$ cat config.mk
export PLATFORM = sky130hd
export DESIGN_NAME = gate_deadtime_driver
export DESIGN_NICKNAME = d
export VERILOG_FILES = /design/src/rtl/gate_driver_pkg.sv /design/src/rtl/gate_leg_fsm.sv /design/src/rtl/gate_deadtime_driver.sv
export SDC_FILE = /design/constraint.sdc
export NUM_CORES = 1
export LEC_CHECK = 0
export ABC_AREA = 1
export CAP_MARGIN = 20
export CORE_ASPECT_RATIO = 1.2
export CORE_MARGIN = 1.5
export CORE_UTILIZATION = 25
export CTS_CLUSTER_SIZE = 24
export DETAILED_ROUTE_END_ITERATION = 16
export HOLD_SLACK_MARGIN = 0.03
export PLACE_DENSITY = 0.55
export SLEW_MARGIN = 20
export SYNTH_ARGS = -nofsm -noshare
export SYNTH_HDL_FRONTEND = slang
export SYNTH_SLANG_ARGS = --single-unit
$ cat constraint.sdc
create_clock -name i_clock -period 1.3 [get_ports i_clock]
set_input_delay 0.13 -clock i_clock [delete_from_list [all_inputs] [get_ports i_clock]]
set_output_delay 0.13 -clock i_clock [all_outputs]
set_load 0.02 [all_outputs]
$ cat src/rtl/gate_driver_pkg.sv
// rtl/gate_driver_pkg.sv - leg state encoding, command decode and counter width default
// Shared by gate_leg_fsm and gate_deadtime_driver.
package gate_driver_pkg;

  localparam int CNT_W_DEFAULT = 8;

  typedef enum logic [2:0] {
    ST_IDLE    = 3'd0,
    ST_DEAD    = 3'd1,
    ST_HIGH_ON = 3'd2,
    ST_LOW_ON  = 3'd3,
    ST_FAULT   = 3'd4
  } leg_state_e;

  // Leg command is {high_side, low_side}
  localparam logic [1:0] CMD_OFF     = 2'b00;
  localparam logic [1:0] CMD_LOW     = 2'b01;
  localparam logic [1:0] CMD_HIGH    = 2'b10;
  localparam logic [1:0] CMD_ILLEGAL = 2'b11;

endpackage

$ cat src/rtl/gate_leg_fsm.sv
// rtl/gate_leg_fsm.sv - dead-time FSM for one half-bridge leg
// Minimum on-time hold is built only when GATE_DRIVER_MIN_ON_EN is defined.
module gate_leg_fsm
  import gate_driver_pkg::*;
#(
  parameter int DEADTIME = 8,
  parameter int MIN_ON   = 16,
  parameter int CNT_W    = CNT_W_DEFAULT
) (
  input  logic       i_clock,
  input  logic       i_RESET,
  input  logic       en,
  input  logic [1:0] cmd,
  output logic       gate_hi,
  output logic       gate_lo,
  output logic       busy,
  output logic       fault,
  output leg_state_e state
);

  localparam logic [CNT_W-1:0] DEAD_LOAD = CNT_W'(DEADTIME - 1);

  leg_state_e       state_q, state_d;
  logic [CNT_W-1:0] cnt_q, cnt_d;
  logic             on_done;

  always_ff @(posedge i_clock) begin
    if (i_RESET) begin
      state_q <= ST_IDLE;
      cnt_q   <= '0;
    end else begin
      state_q <= state_d;
      cnt_q   <= cnt_d;
    end
  end

  // Fault outranks disable, which outranks normal sequencing
  always_comb begin
    state_d = state_q;
    cnt_d   = cnt_q;
    if (cmd == CMD_ILLEGAL || state_q == ST_FAULT) begin
      state_d = ST_FAULT;
    end else if (!en) begin
      state_d = ST_IDLE;
    end else begin
      case (state_q)
        ST_IDLE: begin
          if (cmd != CMD_OFF) begin
            state_d = ST_DEAD;
            cnt_d   = DEAD_LOAD;
          end
        end
        ST_DEAD: begin
          if (cnt_q != '0) begin
            cnt_d = cnt_q - CNT_W'(1);
          end else if (cmd == CMD_HIGH) begin
            state_d = ST_HIGH_ON;
          end else if (cmd == CMD_LOW) begin
            state_d = ST_LOW_ON;
          end else begin
            state_d = ST_IDLE;
          end
        end
        ST_HIGH_ON: begin
          if (on_done && cmd == CMD_LOW) begin
            state_d = ST_DEAD;
            cnt_d   = DEAD_LOAD;
          end else if (on_done && cmd == CMD_OFF) begin
            state_d = ST_IDLE;
          end
        end
        ST_LOW_ON: begin
          if (on_done && cmd == CMD_HIGH) begin
            state_d = ST_DEAD;
            cnt_d   = DEAD_LOAD;
          end else if (on_done && cmd == CMD_OFF) begin
            state_d = ST_IDLE;
          end
        end
        default: state_d = ST_FAULT;
      endcase
    end
  end

`ifdef GATE_DRIVER_MIN_ON_EN
  localparam logic [CNT_W-1:0] ON_LAST = CNT_W'(MIN_ON - 1);
  logic [CNT_W-1:0] on_cnt_q;

  assign on_done = (on_cnt_q >= ON_LAST);

  // Restarts on every state change, so it counts from entry into an on state
  always_ff @(posedge i_clock) begin
    if (i_RESET) begin
      on_cnt_q <= '0;
    end else if (state_d != state_q) begin
      on_cnt_q <= '0;
    end else if (!on_done) begin
      on_cnt_q <= on_cnt_q + CNT_W'(1);
    end
  end
`else
  assign on_done = 1'b1;
`endif

  assign gate_hi = (state_q == ST_HIGH_ON);
  assign gate_lo = (state_q == ST_LOW_ON);
  assign busy    = (state_q == ST_DEAD);
  assign fault   = (state_q == ST_FAULT);
  assign state   = state_q;

  a_deadtime_range: assert property (@(posedge i_clock)
    (DEADTIME >= 1) && (DEADTIME < (1 << CNT_W)));
  a_min_on_range: assert property (@(posedge i_clock)
    (MIN_ON >= 1) && (MIN_ON < (1 << CNT_W)));

endmodule

$ cat src/rtl/gate_deadtime_driver.sv
// rtl/gate_deadtime_driver.sv - two-leg gate driver with dead-time insertion and shoot-through fault
// Minimum on-time per leg is enabled by GATE_DRIVER_MIN_ON_EN.
module gate_deadtime_driver
  import gate_driver_pkg::*;
#(
  parameter int DEADTIME = 8,
  parameter int MIN_ON   = 16,
  parameter int CNT_W    = CNT_W_DEFAULT
) (
  input  logic       i_clock,
  input  logic       i_RESET,
  input  logic       i_enable,
  input  logic [3:0] i_MOSFET,
  output logic [3:0] o_gate,
  output logic       o_fault,
  output logic       o_busy,
  output logic [7:0] o_debug
);

  logic [3:0] cmd_q;
  logic       en_q;
  logic       a_hi, a_lo, a_busy, a_fault;
  logic       b_hi, b_lo, b_busy, b_fault;
  leg_state_e a_state, b_state;

  always_ff @(posedge i_clock) begin
    if (i_RESET) begin
      cmd_q <= '0;
      en_q  <= 1'b0;
    end else begin
      cmd_q <= i_MOSFET;
      en_q  <= i_enable;
    end
  end

  // Leg A: [0] high, [2] low; leg B: [1] high, [3] low
  gate_leg_fsm #(.DEADTIME(DEADTIME), .MIN_ON(MIN_ON), .CNT_W(CNT_W)) u_leg_a (
    .i_clock (i_clock),
    .i_RESET (i_RESET),
    .en      (en_q),
    .cmd     ({cmd_q[0], cmd_q[2]}),
    .gate_hi (a_hi),
    .gate_lo (a_lo),
    .busy    (a_busy),
    .fault   (a_fault),
    .state   (a_state)
  );

  gate_leg_fsm #(.DEADTIME(DEADTIME), .MIN_ON(MIN_ON), .CNT_W(CNT_W)) u_leg_b (
    .i_clock (i_clock),
    .i_RESET (i_RESET),
    .en      (en_q),
    .cmd     ({cmd_q[1], cmd_q[3]}),
    .gate_hi (b_hi),
    .gate_lo (b_lo),
    .busy    (b_busy),
    .fault   (b_fault),
    .state   (b_state)
  );

  assign o_gate  = {b_lo, a_lo, b_hi, a_hi};
  assign o_fault = a_fault | b_fault;
  assign o_busy  = a_busy | b_busy;
  assign o_debug = {b_state, a_state, o_fault, o_busy};

endmodule

# After elaboration in Yosys (flattened, before gate mapping)
# Index checks and enable logic that the tools add are counted.
# totals
reg_bits,27
input_bits,7
output_inout_bits,14
word_cells,93
# op_classes
n_addsub,2
eq_ne,28
muxes,30
bitwise_logic,5
reduce_logical,20
# ops
operator,count
8-bit 2-to-1 mux,8
8-bit one-hot mux with 4 select lines,2
3-bit 2-to-1 mux,16
3-bit one-hot mux with 4 select lines,2
"2-bit by 1-bit != test with 1-bit output, second input constant",8
8-bit nonzero test,2
"8-bit by 1-bit subtractor with 8-bit output, second input constant",2
7-bit AND reduction,2
"3-bit by 2-bit == test with 1-bit output, second input constant",4
"2-bit == test, second input constant",4
"4-bit by 2-bit != test with 1-bit output, second input constant",2
"4-bit by 3-bit != test with 1-bit output, second input constant",2
2-bit AND reduction,4
4-bit nonzero test,2
"3-bit by 1-bit == test with 1-bit output, second input constant",2
"3-bit == test, second input constant",2
3-bit zero test,2
3-bit OR reduction,2
"2-bit by 1-bit == test with 1-bit output, second input constant",2
2-bit zero test,2
2-bit 2-to-1 mux,2
"2-bit != test, second input constant",2
2-bit nonzero test,2
1-bit inverter,3
other kinds (2),4

# Depth between registers and ports, before layout
# Gate-level depths: netlist of the first run.
# logic_depth
depth_word,7
ltp_mapped,10
ltp_nobuf,10

# By module
# A second synthesis of the first run with hierarchy kept.
# hier_totals
cells_unflattened,307
hier_area_um2,1981.9
# by_module_without_submodules
mod,n_inst,cells_per_inst,area_per_inst_um2,seq_area_each_um2
gate_leg_fsm,2,140,888.4,220.2
gate_deadtime_driver,1,27,205.2,100.1

# Least setup slack after synthesis of the first run
# OpenSTA, ideal clock, no wires.
# synth_path
kind,register to output
startpoint,register u_leg_b.state_q[2] (netlist: u_leg_b.state[2])
endpoint,output port o_debug[0]
t_arrival_ns,1.286
required_ns,1.170
path_slack_ns,-0.116
path_stages_with_launch,7
path_buffers,1
path_cell_list,dfxtp_1 inv_2 nand2_1 nor2_4 inv_1 nand2_1 buf_4
# synth_between
elab_chain_len,2
# synth_lines
item,line,text
from (decl),gate_leg_fsm.sv:23,"leg_state_e state_q, state_d;"
from (signal assigned),gate_leg_fsm.sv:32,state_q <= state_d;
3-bit by 1-bit == test with 1-bit output,gate_leg_fsm.sv:107,assign busy = (state_q == ST_DEAD);
1-bit bitwise OR,gate_deadtime_driver.sv:63,assign o_busy = a_busy | b_busy;
to (decl),gate_deadtime_driver.sv:17,output logic [7:0] o_debug
# No other way between the ends.

# Worst setup path after layout of the first run
# layout_path
startpoint,register u_leg_b.state_q[0] (netlist: u_leg_b.state[0])
endpoint,register u_leg_b.cnt_q[0]
# layout_between
elab_chain_len,4
word_cells_on_any_way,14
classes_between,8 x eq/ne; 1 x mux; 1 x bitwise; 4 x reduce/logical
# layout_lines
item,line,text
"parallel branches: the longest is 4 deep, another holds 7-bit AND reduction",n/a,
to (signal assigned),gate_leg_fsm.sv:33,cnt_q <= cnt_d;
to (decl),gate_leg_fsm.sv:24,"logic [CNT_W-1:0] cnt_q, cnt_d;"
# Several ways; the timed one is not identified.
# A chain may end at the register's enable or synchronous reset.

==> results of run 1 <==
[cells in the final DEF (no fill, tap or decap), types with 2 or more instances in the layout]
cell type / synthesis / layout
a21o_1: 2 / 2
a21oi_1: 12 / 6
a21oi_2: 2 / 8
buf_2: 0 / 3
buf_4: 6 / 44
buf_6: 0 / 15
clkbuf_8: 0 / 3
clkdlybuf4s50_1: 0 / 6
dfxtp_1: 27 / 12
dfxtp_2: 0 / 7
dfxtp_4: 0 / 8
dlygate4sd2_1: 0 / 3
ha_1: 12 / 4
ha_2: 0 / 2
ha_4: 0 / 6
inv_1: 42 / 31
inv_2: 2 / 8
inv_4: 0 / 7
nand2_1: 72 / 57
nand2_2: 3 / 13
nand2_4: 0 / 5
nand3_1: 17 / 15
nand3_4: 0 / 10
nand4_1: 8 / 8
nor2_1: 42 / 32
nor2_2: 3 / 3
nor2_4: 6 / 16
nor3_4: 0 / 2
o211ai_1: 2 / 2
o21ai_0: 7 / 4
o21ai_1: 0 / 3
o22ai_1: 2 / 2
or2_2: 4 / 4
xor2_1: 2 / 2
[power by group]
group | switching (mW) | total, mW | leakage (nW) | internal, mW
Sequential | 0.0405 | 0.903 | 0.229 | 0.862
Combinational | 0.408 | 0.754 | 1.10 | 0.345
Clock | 0.277 | 0.497 | 0.0228 | 0.220
[state kept, by name, summed over array words and instances, names as in the netlist]
signal,flops
u_leg_b.cnt_q,8
en_q,1
u_leg_a.state,3
u_leg_b.state,3
u_leg_a.cnt_q,8
cmd_q,4
[worst max-delay path, stage by stage (launching register included)]
cell	delay, ns
dfxtp_4	0.38
buf_6	0.12
nand2_4	0.06
nor3_4	0.21
nor2_4	0.07
buf_6	0.12
nand3_4	0.12
nand2_1	0.08
a21oi_2	0.13
[layer usage]
layer  wire length, um  track usage (%)  vias to the layer above
li1                  -                -                     1040
met1              2189            15.79                      905
met2              2593            22.70                       20
met3               102            1.495                        4
met4                49            3.520                        0
met5                 0                0                        -
[synth_stat cells]
master | number | area, um2
buf_1 | 1 | 3.750
o21ai_0 | 7 | 35.03
nand2_1 | 72 | 270.3
nand2_2 | 3 | 18.77
clkbuf_1 | 1 | 3.750
o211ai_1 | 2 | 15.01
o22ai_1 | 2 | 12.51
ha_1 | 12 | 150.1
nor3_2 | 1 | 10.01
or2_2 | 4 | 25.02
clkinv_2 | 2 | 10.01
nor2_2 | 3 | 18.77
nand3_1 | 17 | 85.08
nor2_4 | 6 | 67.56
nand3_2 | 8 | 80.08
nand4_1 | 8 | 50.05
nor3_1 | 1 | 5.000
a21oi_1 | 12 | 60.06
a21oi_2 | 2 | 17.52
nor2_1 | 42 | 157.7
a21o_1 | 2 | 15.01
buf_4 | 6 | 45.04
inv_1 | 42 | 157.7
inv_2 | 2 | 7.510
dfxtp_1 | 27 | 540.5
xor2_1 | 2 | 17.52
[cells by family after synthesis]
logic type / after synthesis / share of synthesized area [%]
buf+inv: 54 / 12.12
flops: 27 / 28.76
simple gates: 165 / 41.94
compound gates: 27 / 8.255
fa+ha+maj: 12 / 7.989
xor+xnor: 2 / 0.9323
[metrics by stage]
step	setup TNS, ns	std cells
6_report	-0.7039	447
5_1_grt	-2.510	447
4_1_cts	-0.8120	446
2_1_floorplan	-0.007965	287
3_3_place_gp	-2.335	429
3_5_place_dp	-2.892	429
[what timing repair did]
item	CTS	global route
resized for setup	135	38
cloned	0	0
setup endpoints to repair	32	26
setup buffers	13	1
pin swaps	35	29
[area by class of cell]
type	count	area, um2
Sequential cell	27	579.3
Multi-Input combinational cell	206	1454
Tap cell	90	112.6
Inverter	46	190.2
Timing Repair Buffer	74	635.6
Fill cell	743	4258
Clock buffer	4	45.04
[path summary, 6_finish.rpt]
path | end | startpoint | depth (start not counted)
worst max-delay path | u_leg_b.cnt_q[0] | u_leg_b.state[0] | 8
worst min register to register | u_leg_b.cnt_q[5] | u_leg_b.cnt_q[5] | 2
worst max register to register | u_leg_b.cnt_q[0] | u_leg_b.state[0] | 8
worst min-delay path | cmd_q[0] | i_MOSFET[0] | 3
==> reports/results.tsv, run 1 <==
stage	metric	value	unit
sta	max_clock_freq	0.7304	GHz
global_route	grt_antenna_before_repair	0	
logic_synthesis	yosysUniqueCellTypes	26	
route	wirelength	4934	um
sta	rsz0062_at_grt	yes	
floorplan	fp.dieW	82.15	um
cells_and_area	area_delta_synth_final	60.52	%
sta	finalCritPeriodShare	105.3	%
sta	skew	0.004284	ns
clock_tree	clk_pin_slew	0.10	ns
sta	holdWs	0.3477	ns
run_status	run_status	finished with violations	
sta	worst_pin_slew	0.2880	ns
cells_and_area	post-route-util	41.47	%
logic_synthesis	ys_ff_latch	27	
sta	period_needed	1.369	ns
route	wl_per_cell	11.04	um
cells_and_area	drive_gt1_share	46.50	%
floorplan	boundaryPins	21	
power	leakagePower	1.350	nW
floorplan	core	7274	um2
clock_tree	cts.sinks	27	
worst_setup_path	ff2ff_setup_slack	-0.07	ns
floorplan	row_count	34	
floorplan	start_util	25.83	%
power	vdd_drop_max	0.5054	mV
sta	final_hold_viol_count	0	
clock_tree	clk_root_buffer_cell	clkbuf_8	
sta	slew_violations	0	
run_status	violations	negative setup slack	
clock_tree	htreeDepth	1	
placement	placed_cell_area	2461	um2
global_route	track_usage	12.77	%
floorplan	die_area	8048	um2
logic_synthesis	synth_fp_nets	306	
global_route	grt_max_degree	15	
route	first_pass_iters	4	
cells_and_area	diodes	0	
sta	setup_viol	20	
worst_setup_path	cp-start-kind	register	
cells_and_area	fin_area	3017	um2
route	via_count	1969	
logic_synthesis	avgSynthCellArea	6.548	um2
logic_synthesis	yosys_warnings	0	
cells_and_area	nets	377	
clock_tree	ctsHoldBuffers	0	
placement	dp_hpwl	3478	um
logic_synthesis	synthesis.instances	287	
route	antenna_left	0	
global_route	grt_pass1_wl	8224	um
flow_run	cap_viol_max_count	0	
worst_setup_path	endpoint_kind	register	
clock_tree	clkLatencyLatePin	0.27	ns
clock_tree	cts.path.max_buffers	2	
sta	max_slew_margin	80.78	%
global_route	grt_pass1_vias	1917	
route	drt-initial-drc-count	53	
placement	portBuffers	20	
placement	gp_routability_congestion	0.8560	
global_route	grt.overflow.total	0	
logic_synthesis	ys_seq_area_share	28.76	%
worst_setup_path	critical_path_class	register to register	
sta	setup_slack	-0.06902	ns
power	p_total	2.153	mW
placement	place_ws	-0.1567	ns
power	cellPowerDensity	713.7	nW/um2
floorplan	die_height	97.98	um
clock_tree	cts_buffers	3	
worst_setup_path	critPathMaxFanout	7	
hold_path	min_path_type	input pin to register	
route	via_per_inst	4.405	
worst_setup_path	worstPathRequired	1.51	ns
clock_tree	tritoncts	yes	
worst_setup_path	worstPathArrival	1.58	ns
route	drc_errors	0	
logic_synthesis	syn_area	1879	um2
No activity file was read; power rests on OpenSTA's default activity.
==> inputs of run 2 (changes only) <==
--- a/config.mk
+++ b/config.mk
@@ -9,12 +9,11 @@
 export CAP_MARGIN = 20
 export CORE_ASPECT_RATIO = 1.2
 export CORE_MARGIN = 1.5
-export CORE_UTILIZATION = 25
+export CORE_UTILIZATION = 40
 export CTS_CLUSTER_SIZE = 24
 export DETAILED_ROUTE_END_ITERATION = 16
 export HOLD_SLACK_MARGIN = 0.03
-export PLACE_DENSITY = 0.55
-export SLEW_MARGIN = 20
+export PLACE_DENSITY = 0.74
 export SYNTH_ARGS = -nofsm -noshare
 export SYNTH_HDL_FRONTEND = slang
 export SYNTH_SLANG_ARGS = --single-unit
==> run 2 against run 1 <==
- the flow still finishes with violations (negative setup slack)
- clock-buffer cell count shrank 1
- non-clock buffer count grew 2
- cell area grew 2.7%
- highest routed layer unchanged
- via count up 3.7%
- routed wire length rose by 6.3%
- sequential share of layout area fell by 0.42 points
- die area fell by 36%
- register-to-register slack got worse by 0.07 ns
- cell count down 6.7%
- critical path depth grew 1
- total power increased by 3.4%
==> reports/results.tsv, run 2 (synthesis results as in run 1) <==
stage	metric	value	unit	change
floorplan	row_count	27		-21%
global_route	grt_max_degree	17		+2
global_route	grt_antenna_before_repair	0		unchanged
clock_tree	clkLatencyLatePin	0.27	ns	about the same
clock_tree	cts.path.max_buffers	2		unchanged
cells_and_area	final_cell_mix	49 x nand2_1, 39 x buf_4, 32 x nor2_1		
clock_tree	clk_root_buffer_cell	clkbuf_8		
power	leakagePower	1.368	nW	+1.3%
route	first_pass_iters	4		unchanged
clock_tree	tritoncts	yes		
route	via_count	2042		+3.7%
sta	setup_viol	22		+10%
route	antenna_left	0		unchanged
worst_setup_path	critical_path_class	register to register		
placement	gp_routability_congestion	0.9151		+6.9%
flow_run	cap_viol_max_count	0		unchanged
sta	worst_pin_slew	0.2992	ns	+0.01112 ns
floorplan	core	4561	um2	-37%
sta	fin_setup_tns	-1.464	ns	-0.7603 ns
placement	dp_hpwl	3100	um	-11%
worst_setup_path	endpoint_kind	register		
sta	slew_violations	0		unchanged
sta	setup_slack	-0.1357	ns	-0.06667 ns
hold_path	min_path_type	input pin to register		
global_route	grt.overflow.total	0		unchanged
worst_setup_path	worstPathRequired	1.48	ns	-0.03 ns
route	drt-initial-drc-count	86		+62%
sta	max_slew_margin	80.03	%	-0.74 points
cells_and_area	area_delta_synth_final	64.78	%	
floorplan	die_height	78.09	um	-20%
clock_tree	htreeDepth	1		unchanged
cells_and_area	drive_gt1_share	52.09	%	+5.6 points
floorplan	start_util	41.21	%	+15 points
route	wl_per_cell	12.58	um	+14%
worst_setup_path	ff2ff_setup_slack	-0.14	ns	-0.07 ns
placement	portBuffers	20		unchanged
cells_and_area	final_common_cell	nand2_1		
route	wl_met1	2171	um	-0.82%
worst_setup_path	worstSetupStartpoint	u_leg_a.state[1]		
floorplan	die_area	5120	um2	-36%
clock_tree	clk_pin_slew	0.10	ns	about the same
route	drc_errors	0		unchanged
route	via_per_inst	4.897		+11%
floorplan	fp.dieW	65.57	um	-20%
sta	skew	0.001614	ns	-0.002670 ns
global_route	track_usage	19.22	%	+6.5 points
global_route	grt_pass1_wl	8073	um	-1.8%
route	wirelength	5245	um	+6.3%
sta	period_needed	1.436	ns	+0.06667 ns
worst_setup_path	r2r-start	u_leg_a.state[1]		
run_status	violations	negative setup slack		
power	p_total	2.225	mW	+3.4%
route	met2_length	2923	um	+13%
hold_path	hp-start	i_MOSFET[0]		
worst_setup_path	cp-start-kind	register		
floorplan	boundaryPins	21		unchanged
cells_and_area	nets	379		+0.53%
route	highest_layer	met4		
cells_and_area	diodes	0		unchanged
worst_setup_path	worstPathArrival	1.61	ns	+0.03 ns
worst_setup_path	critPathMaxFanout	6		-1
power	cellPowerDensity	718.6	nW/um2	+0.68%
route	wl_met3	103	um	+0.98%
clock_tree	cts_buffers	3		unchanged
placement	placed_cell_area	2409	um2	-2.1%
clock_tree	cts.sinks	27		unchanged
run_status	run_status	finished with violations		
cells_and_area	fin_area	3097	um2	+2.7%
sta	final_hold_viol_count	0		unchanged
sta	rsz0062_at_grt	yes		
global_route	grt_pass1_vias	1924		+0.37%
sta	max_clock_freq	0.6965	GHz	-4.6%
sta	finalCritPeriodShare	110.4	%	+5.1 points
cells_and_area	reg_top3	u_leg_a.cnt_q x8, u_leg_b.cnt_q x8, cmd_q x4		
power	vdd_drop_max	0.3536	mV	-30%
[run 2: cell types whose count changed in the layout (fill, tap and decap cells not counted), sizes merged]
cell           before  now
clkinvlp            0    1
clkdlybuf4s15       1    0
buf                63   64
dlygate4sd2         3    5
clkbuf              5    4
[run 2: worst max-delay path: stages, from the launching register on]
cell,delay [ns]
dfxtp_4,0.45
buf_12,0.13
nand2_8,0.05
nor3_4,0.21
nor2_4,0.08
buf_6,0.13
nand3_4,0.13
nand2_1,0.07
nand2_1,0.06
nor2_1,0.04
[run 2: power breakdown]
group / switching, mW / internal, mW / leakage (nW) / total [mW]
Clock: 0.279 / 0.218 / 0.0217 / 0.496
Combinational: 0.446 / 0.379 / 1.12 / 0.825
Sequential: 0.0410 / 0.863 / 0.230 / 0.904
[run 2: metal layers]
metal / vias to the layer above / global-route usage (%)
li1: 1042 / -
met1: 967 / 23.30
met2: 29 / 35.41
met3: 4 / 1.719
met4: 0 / 5.625
met5: - / 0
[run 2: stage by stage]
step	util, %	worst slack (ns)	hold WS [ns]	cells
after floorplan	-	-0.007965	0.2296	287
after global placement	52.81	-0.1218	0.4715	397
after detailed placement	52.81	-0.1458	0.4772	397
after CTS	61.07	-0.05634	0.3523	411
after global routing	67.90	-0.1881	0.3557	417
final	67.90	-0.1357	0.3480	417
[run 2: layout make-up]
class	instances	area, um2
Fill cell	337	1464
Clock inverter	1	7.507
Tap cell	58	72.57
Sequential cell	27	581.8
Clock buffer	3	41.29
Timing Repair Buffer	76	666.9
Inverter	46	190.2
Multi-Input combinational cell	206	1536
[run 2: path summary, 6_finish.rpt]
path,to,depth (start not counted)
worst min-delay path,cmd_q[0],3
worst max register to register,u_leg_a.cnt_q[6],9
worst max-delay path,u_leg_a.cnt_q[6],9
worst min register to register,u_leg_b.cnt_q[2],2
[run 2: what timing repair did]
item                                    CTS  global route
endpoints found under the setup margin   33            27
buffers inserted                         10             6
pin swaps                                34            41
endpoints found under the hold margin     0             0
gates resized for setup                 118            85
hold buffers                              0             0
